**src/rtl/vga_timing_out.sv**
```systemverilog
// 800x600 raster timing generator and VGA pin stage; sync/blank/frame marker are delayed PIPE+1 clocks to meet the returned pixel.
// Optional build macro VGA_TIMING_OUT_TEST_PATTERN_EN replaces pixel_rgb with eight vertical colour bars.
`timescale 1ns/1ps

module vga_timing_out #(
   parameter int   H_ACTIVE = 800,
   parameter int   H_FP     = 56,
   parameter int   H_SYNC   = 120,
   parameter int   H_BP     = 64,
   parameter int   V_ACTIVE = 600,
   parameter int   V_FP     = 37,
   parameter int   V_SYNC   = 6,
   parameter int   V_BP     = 23,
   parameter logic SYNC_POL = 1'b1,
   parameter int   PIPE     = 1
) (
   input  logic        clk,
   input  logic        rst_n,
   input  logic [11:0] pixel_rgb,
   output logic [9:0]  col,
   output logic [9:0]  row,
   output logic        hs,
   output logic        vs,
   output logic [3:0]  r,
   output logic [3:0]  g,
   output logic [3:0]  b,
   output logic        frame_start
);

   localparam int H_TOTAL = H_ACTIVE + H_FP + H_SYNC + H_BP;
   localparam int V_TOTAL = V_ACTIVE + V_FP + V_SYNC + V_BP;

   localparam logic [10:0] H_LAST = 11'(H_TOTAL - 1);
   localparam logic [10:0] H_ACT  = 11'(H_ACTIVE);
   localparam logic [10:0] HS_BEG = 11'(H_ACTIVE + H_FP);
   localparam logic [10:0] HS_END = 11'(H_ACTIVE + H_FP + H_SYNC);
   localparam logic [9:0]  V_LAST = 10'(V_TOTAL - 1);
   localparam logic [9:0]  V_ACT  = 10'(V_ACTIVE);
   localparam logic [9:0]  VS_BEG = 10'(V_ACTIVE + V_FP);
   localparam logic [9:0]  VS_END = 10'(V_ACTIVE + V_FP + V_SYNC);

   typedef struct packed {
      logic fs;
      logic de;
      logic hs;
      logic vs;
   } ctl_t;

   logic [10:0] h_cnt_q, h_cnt_d;
   logic [9:0]  v_cnt_q, v_cnt_d;
   logic        fs_mark_q, fs_mark_d;

   ctl_t              ctl_now;
   ctl_t              ctl_tail;
   ctl_t [PIPE-1:0]   dly_q, dly_d;

   logic [11:0] pix_src;
   logic [11:0] rgb_q, rgb_d;
   logic        hs_q, hs_d;
   logic        vs_q, vs_d;
   logic        fs_q, fs_d;

   // fs_mark is set only when the counters wrap into (0,0), so the
   // post-reset (0,0) never produces a frame_start pulse.
   always_comb begin
      h_cnt_d   = h_cnt_q + 11'd1;
      v_cnt_d   = v_cnt_q;
      fs_mark_d = 1'b0;
      if (h_cnt_q == H_LAST) begin
         h_cnt_d = '0;
         if (v_cnt_q == V_LAST) begin
            v_cnt_d   = '0;
            fs_mark_d = 1'b1;
         end else begin
            v_cnt_d = v_cnt_q + 10'd1;
         end
      end
   end

   always_comb begin
      ctl_now.fs = fs_mark_q;
      ctl_now.de = (h_cnt_q < H_ACT) && (v_cnt_q < V_ACT);
      ctl_now.hs = (h_cnt_q >= HS_BEG) && (h_cnt_q < HS_END);
      ctl_now.vs = (v_cnt_q >= VS_BEG) && (v_cnt_q < VS_END);
   end

   assign col = (h_cnt_q < H_ACT) ? h_cnt_q[9:0] : 10'd0;
   assign row = (v_cnt_q < V_ACT) ? v_cnt_q : 10'd0;

   always_comb begin
      dly_d[0] = ctl_now;
      for (int i = 1; i < PIPE; i++) begin
         dly_d[i] = dly_q[i-1];
      end
   end

   assign ctl_tail = dly_q[PIPE-1];

`ifdef VGA_TIMING_OUT_TEST_PATTERN_EN
   logic [PIPE-1:0][9:0] col_dly_q, col_dly_d;
   logic                 unused_pixel;

   function automatic logic [11:0] bar_colour(input logic [9:0] x);
      logic [11:0] c;
      if      (x < 10'd100) c = 12'hFFF;
      else if (x < 10'd200) c = 12'hFF0;
      else if (x < 10'd300) c = 12'h0FF;
      else if (x < 10'd400) c = 12'h0F0;
      else if (x < 10'd500) c = 12'hF0F;
      else if (x < 10'd600) c = 12'hF00;
      else if (x < 10'd700) c = 12'h00F;
      else                  c = 12'h000;
      return c;
   endfunction

   always_comb begin
      col_dly_d[0] = col;
      for (int i = 1; i < PIPE; i++) begin
         col_dly_d[i] = col_dly_q[i-1];
      end
   end

   always_ff @(posedge clk or negedge rst_n) begin
      if (!rst_n) begin
         col_dly_q <= '0;
      end else begin
         col_dly_q <= col_dly_d;
      end
   end

   assign unused_pixel = ^pixel_rgb;
   assign pix_src      = bar_colour(col_dly_q[PIPE-1]);
`else
   assign pix_src = pixel_rgb;
`endif

   // Blanking forces black no matter what the scene stage returns.
   always_comb begin
      rgb_d = ctl_tail.de ? pix_src : 12'h000;
      hs_d  = ctl_tail.hs ? SYNC_POL : ~SYNC_POL;
      vs_d  = ctl_tail.vs ? SYNC_POL : ~SYNC_POL;
      fs_d  = ctl_tail.fs;
   end

   always_ff @(posedge clk or negedge rst_n) begin
      if (!rst_n) begin
         h_cnt_q   <= '0;
         v_cnt_q   <= '0;
         fs_mark_q <= 1'b0;
         dly_q     <= '0;
         rgb_q     <= 12'h000;
         hs_q      <= ~SYNC_POL;
         vs_q      <= ~SYNC_POL;
         fs_q      <= 1'b0;
      end else begin
         h_cnt_q   <= h_cnt_d;
         v_cnt_q   <= v_cnt_d;
         fs_mark_q <= fs_mark_d;
         dly_q     <= dly_d;
         rgb_q     <= rgb_d;
         hs_q      <= hs_d;
         vs_q      <= vs_d;
         fs_q      <= fs_d;
      end
   end

   assign r           = rgb_q[11:8];
   assign g           = rgb_q[7:4];
   assign b           = rgb_q[3:0];
   assign hs          = hs_q;
   assign vs          = vs_q;
   assign frame_start = fs_q;

endmodule
```
**config.mk**
```make
export PLATFORM = sky130hd
export DESIGN_NAME = vga_timing_out
export DESIGN_NICKNAME = d
export VERILOG_FILES = /design/src/rtl/vga_timing_out.sv
export SDC_FILE = /design/constraint.sdc
export NUM_CORES = 1
export LEC_CHECK = 0
export ABC_AREA = 0
export CAP_MARGIN = 5
export CORE_ASPECT_RATIO = 0.6
export CORE_UTILIZATION = 48
export DETAILED_ROUTE_END_ITERATION = 6
export PLACE_DENSITY = 0.85
export SYNTH_ARGS = -nofsm -noshare
export SYNTH_HDL_FRONTEND = slang
export SYNTH_SLANG_ARGS = --single-unit
```
**constraint.sdc**
```tcl
create_clock -name clk -period 2 [get_ports clk]
set_input_delay 0.2 -clock clk [delete_from_list [all_inputs] [get_ports clk]]
set_output_delay 0.2 -clock clk [all_outputs]
set_load 0.005 [all_outputs]
```
==> metrics.log, run 1 <==
[metrics] vias: 1589
[metrics] largest stage delay on the critical path: 0.40 ns
[metrics] Initial DRT Pass Iterations: 4
[metrics] Reg clk slew, reported paths: 0.08 ns
[metrics] critical path startpoint category: register
[metrics] Distinct cells, synth: 33
[metrics] Post-Synthesis Mean Instance Area: 10.4 um2
[metrics] design internal power: 0.00130 W
[metrics] proportion of register bits with asynchronous set or reset after synthesis: 1.00
[metrics] total wirelength of the detailed-routed design: 4.40 mm
[metrics] Net count, final: 283
[metrics] EDFF count, synth: 0
[metrics] cell count after synthesis: 183
[metrics] Floorplan Core Area: 3740 um2
[metrics] failing checks: setup timing
[metrics] Die Span Y: 50.9 um
[metrics] clk_lat worst skew: 0.28 ns
[metrics] Worst setup EP type: output pin
[metrics] switching share of power: 0.189
[metrics] overall track demand over capacity in global routing: 0.213
[metrics] kind of critical path: register to output pin
[metrics] initial core utilization: 0.511
[metrics] Root Driver: clkbuf_8
[metrics] cell count after placement: 290
[metrics] syn_nets: 202
[metrics] top cells by area in the synthesized netlist: dfrtp_1, and2_1, xor2_1
[metrics] sequential standard cell area: 1030 um2
[metrics] antenna violation net count after detailed routing: 0
[metrics] worst slew margin relative to its limit: 0.667
[metrics] cell breakdown of the critical path: or3_4 -> a31oi_4 -> buf_4 -> buf_6 -> and2_1 -> dlygate4sd2_1
[metrics] number of maximum-capacitance violations: 0
[metrics] critical path peak fanout: 3
[metrics] synthesis-to-layout area growth: 48.2%
[metrics] GRT Residual Overflow: 0
[metrics] Pins Over Slew Limit: 0
[metrics] crit share post-route: 1.02
[metrics] top cell type by total area after synthesis: dfrtp_1
[metrics] Max Clock Freq: 0.492 GHz
[metrics] power density cells: 564 nW/um2
[metrics] Net Sw Power: 0.000303 W
[metrics] fraction of final layout cells sized beyond drive strength 1: 0.257
[metrics] most numerous cell in the Yosys netlist: dfrtp_1
[metrics] Detail Placement HPWL: 2.88 mm
[metrics] hold crit path type: register to register
[metrics] ranking of synthesized cells by instance count: dfrtp_1, and2_1, a21oi_1, nand3_1, nor2_1
[metrics] vias per cell: 5.09
[metrics] YS warnings: 0
[metrics] flip-flop and latch count after synthesis: 41
[metrics] largest net degree at the start of global routing: 24
[metrics] number of cell instances on the worst register-to-register path: 7
[metrics] area taken by multi-input logic gates: 861 um2
[metrics] total placed instance area: 2560 um2
[metrics] width of the die: 83.5 um
[metrics] Max clock buf depth: 2
[metrics] average wire length per cell after detail routing: 14.1 um
[metrics] minimum period implied by the final worst setup slack: 2.03 ns
[metrics] Critical path buffers and inverters: 3
[metrics] cell depth of the worst min-delay path: 0
[metrics] Row Count: 17
[metrics] antenna diode instance count: 0
[metrics] Most used DFF post-synth: dfrtp_1
[metrics] antenna violations before repair: 0
[metrics] IR Drop Worst-Case VDD: 575 uV
[metrics] total DRC errors in the routed layout: 0
[metrics] data required time of the critical path: 1.80 ns
[metrics] number of I/O pins: 49
[metrics] number of buffers created by CTS: 5
[metrics] vias in the first global route: 1474
[metrics] setup repair after global routing missed its margin: yes
[metrics] Final Instance Count excl. Fillers: 312
[metrics] part of the total power dissipated in the clock network: 0.424
[metrics] result of the run: finished with violations
[metrics] placer congestion estimate: 0.878
[metrics] slowest cell on the critical path: or3_4
[metrics] Design Power: 0.00160 W
[metrics] post-placement worst setup slack: 0.0173 ns
[metrics] leak pwr: 1.41 nW
[metrics] Fin Clk Skew: 0.00350 ns
[metrics] H-tree Lvls: 2
[metrics] fraction of post-synthesis cell area in the top cell type by area: 0.537
[metrics] instance count on the critical path: 6
[metrics] number of setup violations in the final report: 3
[metrics] final setup slack of the worst path: -0.0335 ns
[metrics] DIE AREA: 4250 um2
[metrics] final instance area: 2830 um2
[metrics] Port Buffer Count: 48
[metrics] arrival time at the worst endpoint: 1.83 ns
[metrics] fraction of the yosys area taken by sequential cells: 0.537
[metrics] part of the total power dissipated in sequential elements: 0.527
[metrics] portion of total power attributed to combinational logic: 0.049
[metrics] transition time at the pin with the least slew margin: 0.500 ns
[metrics] wire length of the first global-routing pass: 7.02 mm
[metrics] family with the most delay on the worst path: simple AND/OR/NAND/NOR gates
[metrics] number of endpoints with negative hold slack in the final report: 0
[metrics] TritonCTS clock tree: built
[metrics] DRT iter0 DRCs: 93
[metrics] TritonCTS sink count: 41
[metrics] Syn Std Cell Area: 1910 um2
[metrics] fillcell total: 246
-- layout by cell type (no fill, tap or decap), types with 2 or more instances in the layout --
master / synthesis / layout
or3_4: 1 / 2
nor3_1: 4 / 3
clkbuf_8: 0 / 6
and2_4: 0 / 2
dlygate4sd2_1: 0 / 10
nor3_4: 2 / 3
dfrtp_1: 41 / 41
ha_1: 5 / 5
inv_1: 8 / 8
nand4_1: 5 / 5
and2_1: 30 / 29
nor2_1: 9 / 9
a21oi_1: 10 / 8
nand2_1: 7 / 7
nand3_1: 10 / 10
o21ai_0: 6 / 6
buf_6: 1 / 8
xor2_1: 8 / 8
buf_2: 1 / 6
and3_1: 7 / 7
a21oi_2: 0 / 2
clkdlybuf4s50_1: 0 / 29
buf_4: 2 / 30
xnor2_1: 4 / 4
-- logic make-up after synthesis --
kind of cell	share of synthesized area
and+or+nand+nor	0.262
DFF	0.537
AOI/OAI and AO/OA	0.0622
buffers and inverters	0.0458
xor gates and xnor gates	0.0550
adders and majority gates	0.0327
muxes	0.00524
-- metal layers --
| metal | routed length [um] | GRT usage | vias up |
|---|---|---|---|
| met5 | 0 | 0 | - |
| met4 | 58 | 0.0537 | 0 |
| met3 | 329 | 0.0614 | 8 |
| met2 | 1910 | 0.321 | 66 |
| met1 | 2090 | 0.307 | 739 |
| li1 | - | - | 776 |
-- state kept, by name, indices dropped and copies added (netlist names) --
signal and flops:
hs 1, fs_mark_q 1, v_cnt_q 10, ctl_tail 3, fs_d 1, frame_start 1, vs 1, h_cnt_q 11
rgb_q 12
-- final timing paths --
path	startpoint	to	slack, ns
max	h_cnt_q[7]	col[7]	-0.03
min	fs_mark_q	fs_d	0.35
max reg2reg	h_cnt_q[7]	v_cnt_q[8]	0.01
min reg2reg	fs_mark_q	fs_d	0.35
max in group asynchronous	rst_n	rgb_q[4]	1.06
min in group asynchronous	rst_n	rgb_q[11]	0.41
-- cell type report --
| type | count | share of cell area |
|---|---|---|
| repair buffers | 85 | 0.260 |
| inverters | 8 | 0.0106 |
| clock inverters | 2 | 0.0132 |
| clock buffers | 6 | 0.0291 |
| multi-input cells | 123 | 0.304 |
| flip-flops and latches | 41 | 0.362 |
| well taps | 47 | 0.0208 |
-- power by group through the flow --
stage               Combinational (W)  Clock (W)  Sequential [W]
detailed placement          0.0000780          0        0.000860
finish                      0.0000781   0.000678        0.000844
floorplan                  0.00000818          0        0.000862
global placement            0.0000768          0        0.000860
CTS                         0.0000802   0.000695        0.000844
global route                0.0000862   0.000729        0.000845
-- per-stage QoR --
step	hold WS [ns]	utilization	TNS, ns
after global routing	0.359	0.757	-0.350
after floorplan	-0.0956	-	0
final	0.350	0.757	-0.0618
after global placement	0.185	0.684	-0.0439
after CTS	0.345	0.736	0
after detailed placement	0.192	0.684	0
-- what timing repair did --
item / in CTS / in global routing
buffers inserted: 9 / 4
endpoints found under the setup margin: 19 / 13
hold buffers: 1 / 0
gates resized for setup: 47 / 15
pin swaps: 4 / 7
hold endpoints to repair: 21 / 0
No activity file was read; power rests on OpenSTA's default activity.
==> run 2, diff against run 1 <==
--- a/config.mk
+++ b/config.mk
@@ -11,6 +11,7 @@
 export CORE_UTILIZATION = 48
 export DETAILED_ROUTE_END_ITERATION = 6
 export PLACE_DENSITY = 0.85
+export SLEW_MARGIN = 20
 export SYNTH_ARGS = -nofsm -noshare
 export SYNTH_HDL_FRONTEND = slang
 export SYNTH_SLANG_ARGS = --single-unit
==> results of run 2 <==
No change in the layout: final DEF, timing and power equal those of run 1.
==> run 3, diff against run 2 <==
--- a/config.mk
+++ b/config.mk
@@ -8,6 +8,7 @@
 export ABC_AREA = 0
 export CAP_MARGIN = 5
 export CORE_ASPECT_RATIO = 0.6
+export CORE_MARGIN = 2
 export CORE_UTILIZATION = 48
 export DETAILED_ROUTE_END_ITERATION = 6
 export PLACE_DENSITY = 0.85
==> metrics.log, run 3 (same netlist as run 1, synthesis figures left out) <==
[metrics] RR Endpoint: v_cnt_q[6]
[metrics] minimum period implied by the final worst setup slack: 2.03 ns (-0.00781 ns)
[metrics] power density cells: 585 nW/um2 (+3.7%)
[metrics] total wirelength of the detailed-routed design: 4.31 mm (-2.0%)
[metrics] width of the die: 85.5 um (+2.4%)
[metrics] overall track demand over capacity in global routing: 0.208 (-0.00505)
[metrics] TritonCTS clock tree: built
[metrics] largest net degree at the start of global routing: 42 (+75%)
[metrics] Net count, final: 277 (-2.1%)
[metrics] hold crit path type: input port to asynchronous set/reset pin
[metrics] crit share post-route: 1.01 (-0.00390)
[metrics] transition time at the pin with the least slew margin: 0.865 ns (+0.365 ns)
[metrics] Pins Over Slew Limit: 0 (unchanged)
[metrics] vias per cell: 5.14 (+0.87%)
[metrics] critical path startpoint category: register
[metrics] critical path peak fanout: 4 (+1)
[metrics] final design utilization: 0.737 (-0.0204)
[metrics] setup total negative slack: -0.0745 ns (-0.0127 ns)
[metrics] vias in the first global route: 1457 (-1.2%)
[metrics] Initial DRT Pass Iterations: 4 (unchanged)
[metrics] Row Count: 17 (unchanged)
[metrics] number of setup violations in the final report: 3 (unchanged)
[metrics] reg2reg start: h_cnt_q[4]
[metrics] arrival time at the worst endpoint: 1.83 ns (about the same)
[metrics] leak pwr: 1.34 nW (-4.7%)
[metrics] worst slew margin relative to its limit: 0.423 (-0.244)
[metrics] final setup slack of the worst path: -0.0257 ns (+0.00781 ns)
[metrics] leading cell types in the layout, fill and taps excluded: dfrtp_1, clkdlybuf4s50_1, and2_1, buf_4, buf_6
[metrics] antenna violation net count after detailed routing: 0 (unchanged)
[metrics] Max clock buf depth: 2 (unchanged)
[metrics] DIE AREA: 4520 um2 (+6.4%)
[metrics] Post-CTS Hold Fix Bufs: 0 (-1)
[metrics] result of the run: finished with violations
[metrics] vias: 1572 (-1.1%)
[metrics] kind of critical path: register to output pin
[metrics] synthesis-to-layout area growth: 44.2%
[metrics] most common cell after layout, fill and taps aside: dfrtp_1
[metrics] clk_lat worst skew: 0.30 ns (+0.02 ns)
[metrics] fraction of final layout cells sized beyond drive strength 1: 0.270 (+0.0137)
[metrics] Floorplan Core Area: 3740 um2 (unchanged)
[metrics] DRT iter0 DRCs: 121 (+30%)
[metrics] Port Buffer Count: 48 (unchanged)
[metrics] number of I/O pins: 49 (unchanged)
[metrics] antenna diode instance count: 0 (unchanged)
[metrics] max FFs per register: 12 (unchanged)
[metrics] GRT Residual Overflow: 0 (unchanged)
[metrics] Final Instance Count excl. Fillers: 306 (-1.9%)
[metrics] failing checks: setup timing
[metrics] antenna violations before repair: 0 (unchanged)
[metrics] placer congestion estimate: 0.974 (+11%)
[metrics] number of endpoints with negative hold slack in the final report: 0 (unchanged)
[metrics] Root Driver: clkbuf_8
[metrics] Design Power: 0.00161 W (+0.87%)
[metrics] slack of the worst reg-to-reg path: 0.06 ns (+0.05 ns)
[metrics] TritonCTS sink count: 41 (unchanged)
[metrics] wire length of the first global-routing pass: 7.02 mm (unchanged)
[metrics] register containing the most flip-flops in the final layout: rgb_q
[metrics] largest registers in the final layout: rgb_q: 12 flops, h_cnt_q: 11 flops, v_cnt_q: 10 flops
[metrics] number of cell instances on the worst register-to-register path: 5 (-2)
[metrics] H-tree Lvls: 2 (unchanged)
[metrics] number of buffers created by CTS: 5 (unchanged)
[metrics] number of maximum-capacitance violations: 0 (unchanged)
[metrics] average wire length per cell after detail routing: 14.1 um (-0.13%)
[metrics] Fin Clk Skew: 0.00399 ns (+0.000492 ns)
[metrics] Worst setup EP type: output pin
[metrics] Reg clk slew, reported paths: 0.08 ns (about the same)
[metrics] data required time of the critical path: 1.80 ns (about the same)
[metrics] Detail Placement HPWL: 2.98 mm (+3.6%)
[metrics] Max Clock Freq: 0.494 GHz (+0.39%)
[metrics] total DRC errors in the routed layout: 0 (unchanged)
[metrics] initial core utilization: 0.511 (unchanged)
[metrics] IR Drop Worst-Case VDD: 411 uV (-28%)
[metrics] cell count after placement: 288 (-0.69%)
[metrics] Die Span Y: 52.9 um (+3.9%)
[metrics] setup repair after global routing missed its margin: yes
==> run 3: worst max-delay path by stage <==
stage / start / end / slack (ns)
3_5_place_dp: h_cnt_q[5] / col[3] / 0.03
5_1_grt: h_cnt_q[5] / col[1] / -0.10
4_1_cts: h_cnt_q[7] / col[3] / -0.02
6_report: h_cnt_q[5] / col[2] / -0.03
3_3_place_gp: h_cnt_q[5] / col[0] / 0.08
2_1_floorplan: h_cnt_q[4] / v_cnt_q[6] / 0.15
==> run 3: critical path: stages (launching register included) <==
cell and delay, ns:
dfrtp_1 0.38, or3_4 0.41, a31oi_4 0.20, buf_6 0.13, buf_6 0.09, buf_6 0.09
and2_4 0.13, buf_6 0.08
==> run 3: where the power goes <==
group	switching, W	internal, W	total, W
Combinational	0.0000255	0.0000471	0.0000726
Sequential	0.00000315	0.000840	0.000843
Clock	0.000292	0.000406	0.000698
==> run 3: final cells by class <==
type,count,area (um2)
well taps,47,58.8
clock buffers,6,82.6
clock inverters,2,37.5
repair buffers,79,687
multi-input cells,123,836
flip-flops and latches,41,1030
fillers,262,986
inverters,8,30.0
==> run 3: routing by layer <==
metal	vias up	GRT usage	wire (um)
li1	763	-	-
met1	737	0.304	2090
met2	65	0.296	1820
met3	7	0.0608	353
met4	0	0.0714	43
met5	-	0	0
==> run 3: what timing repair did <==
item                                   4_1_cts  5_1_grt
endpoints found under the hold margin        0        0
setup endpoints to repair                   18       26
pin swaps                                    4        5
resized for setup                           44       36
buffers inserted                             8        3
==> run 3: stage by stage <==
step | area [um2] | hold WS (ns) | setup slack (ns)
after floorplan | 1910 | -0.0956 | 0.149
after global placement | 2550 | 0.332 | 0.0761
after detailed placement | 2550 | 0.352 | 0.0278
after CTS | 2710 | 0.0352 | -0.0200
after global routing | 2760 | 0.0939 | -0.103
final | 2760 | 0.00659 | -0.0257
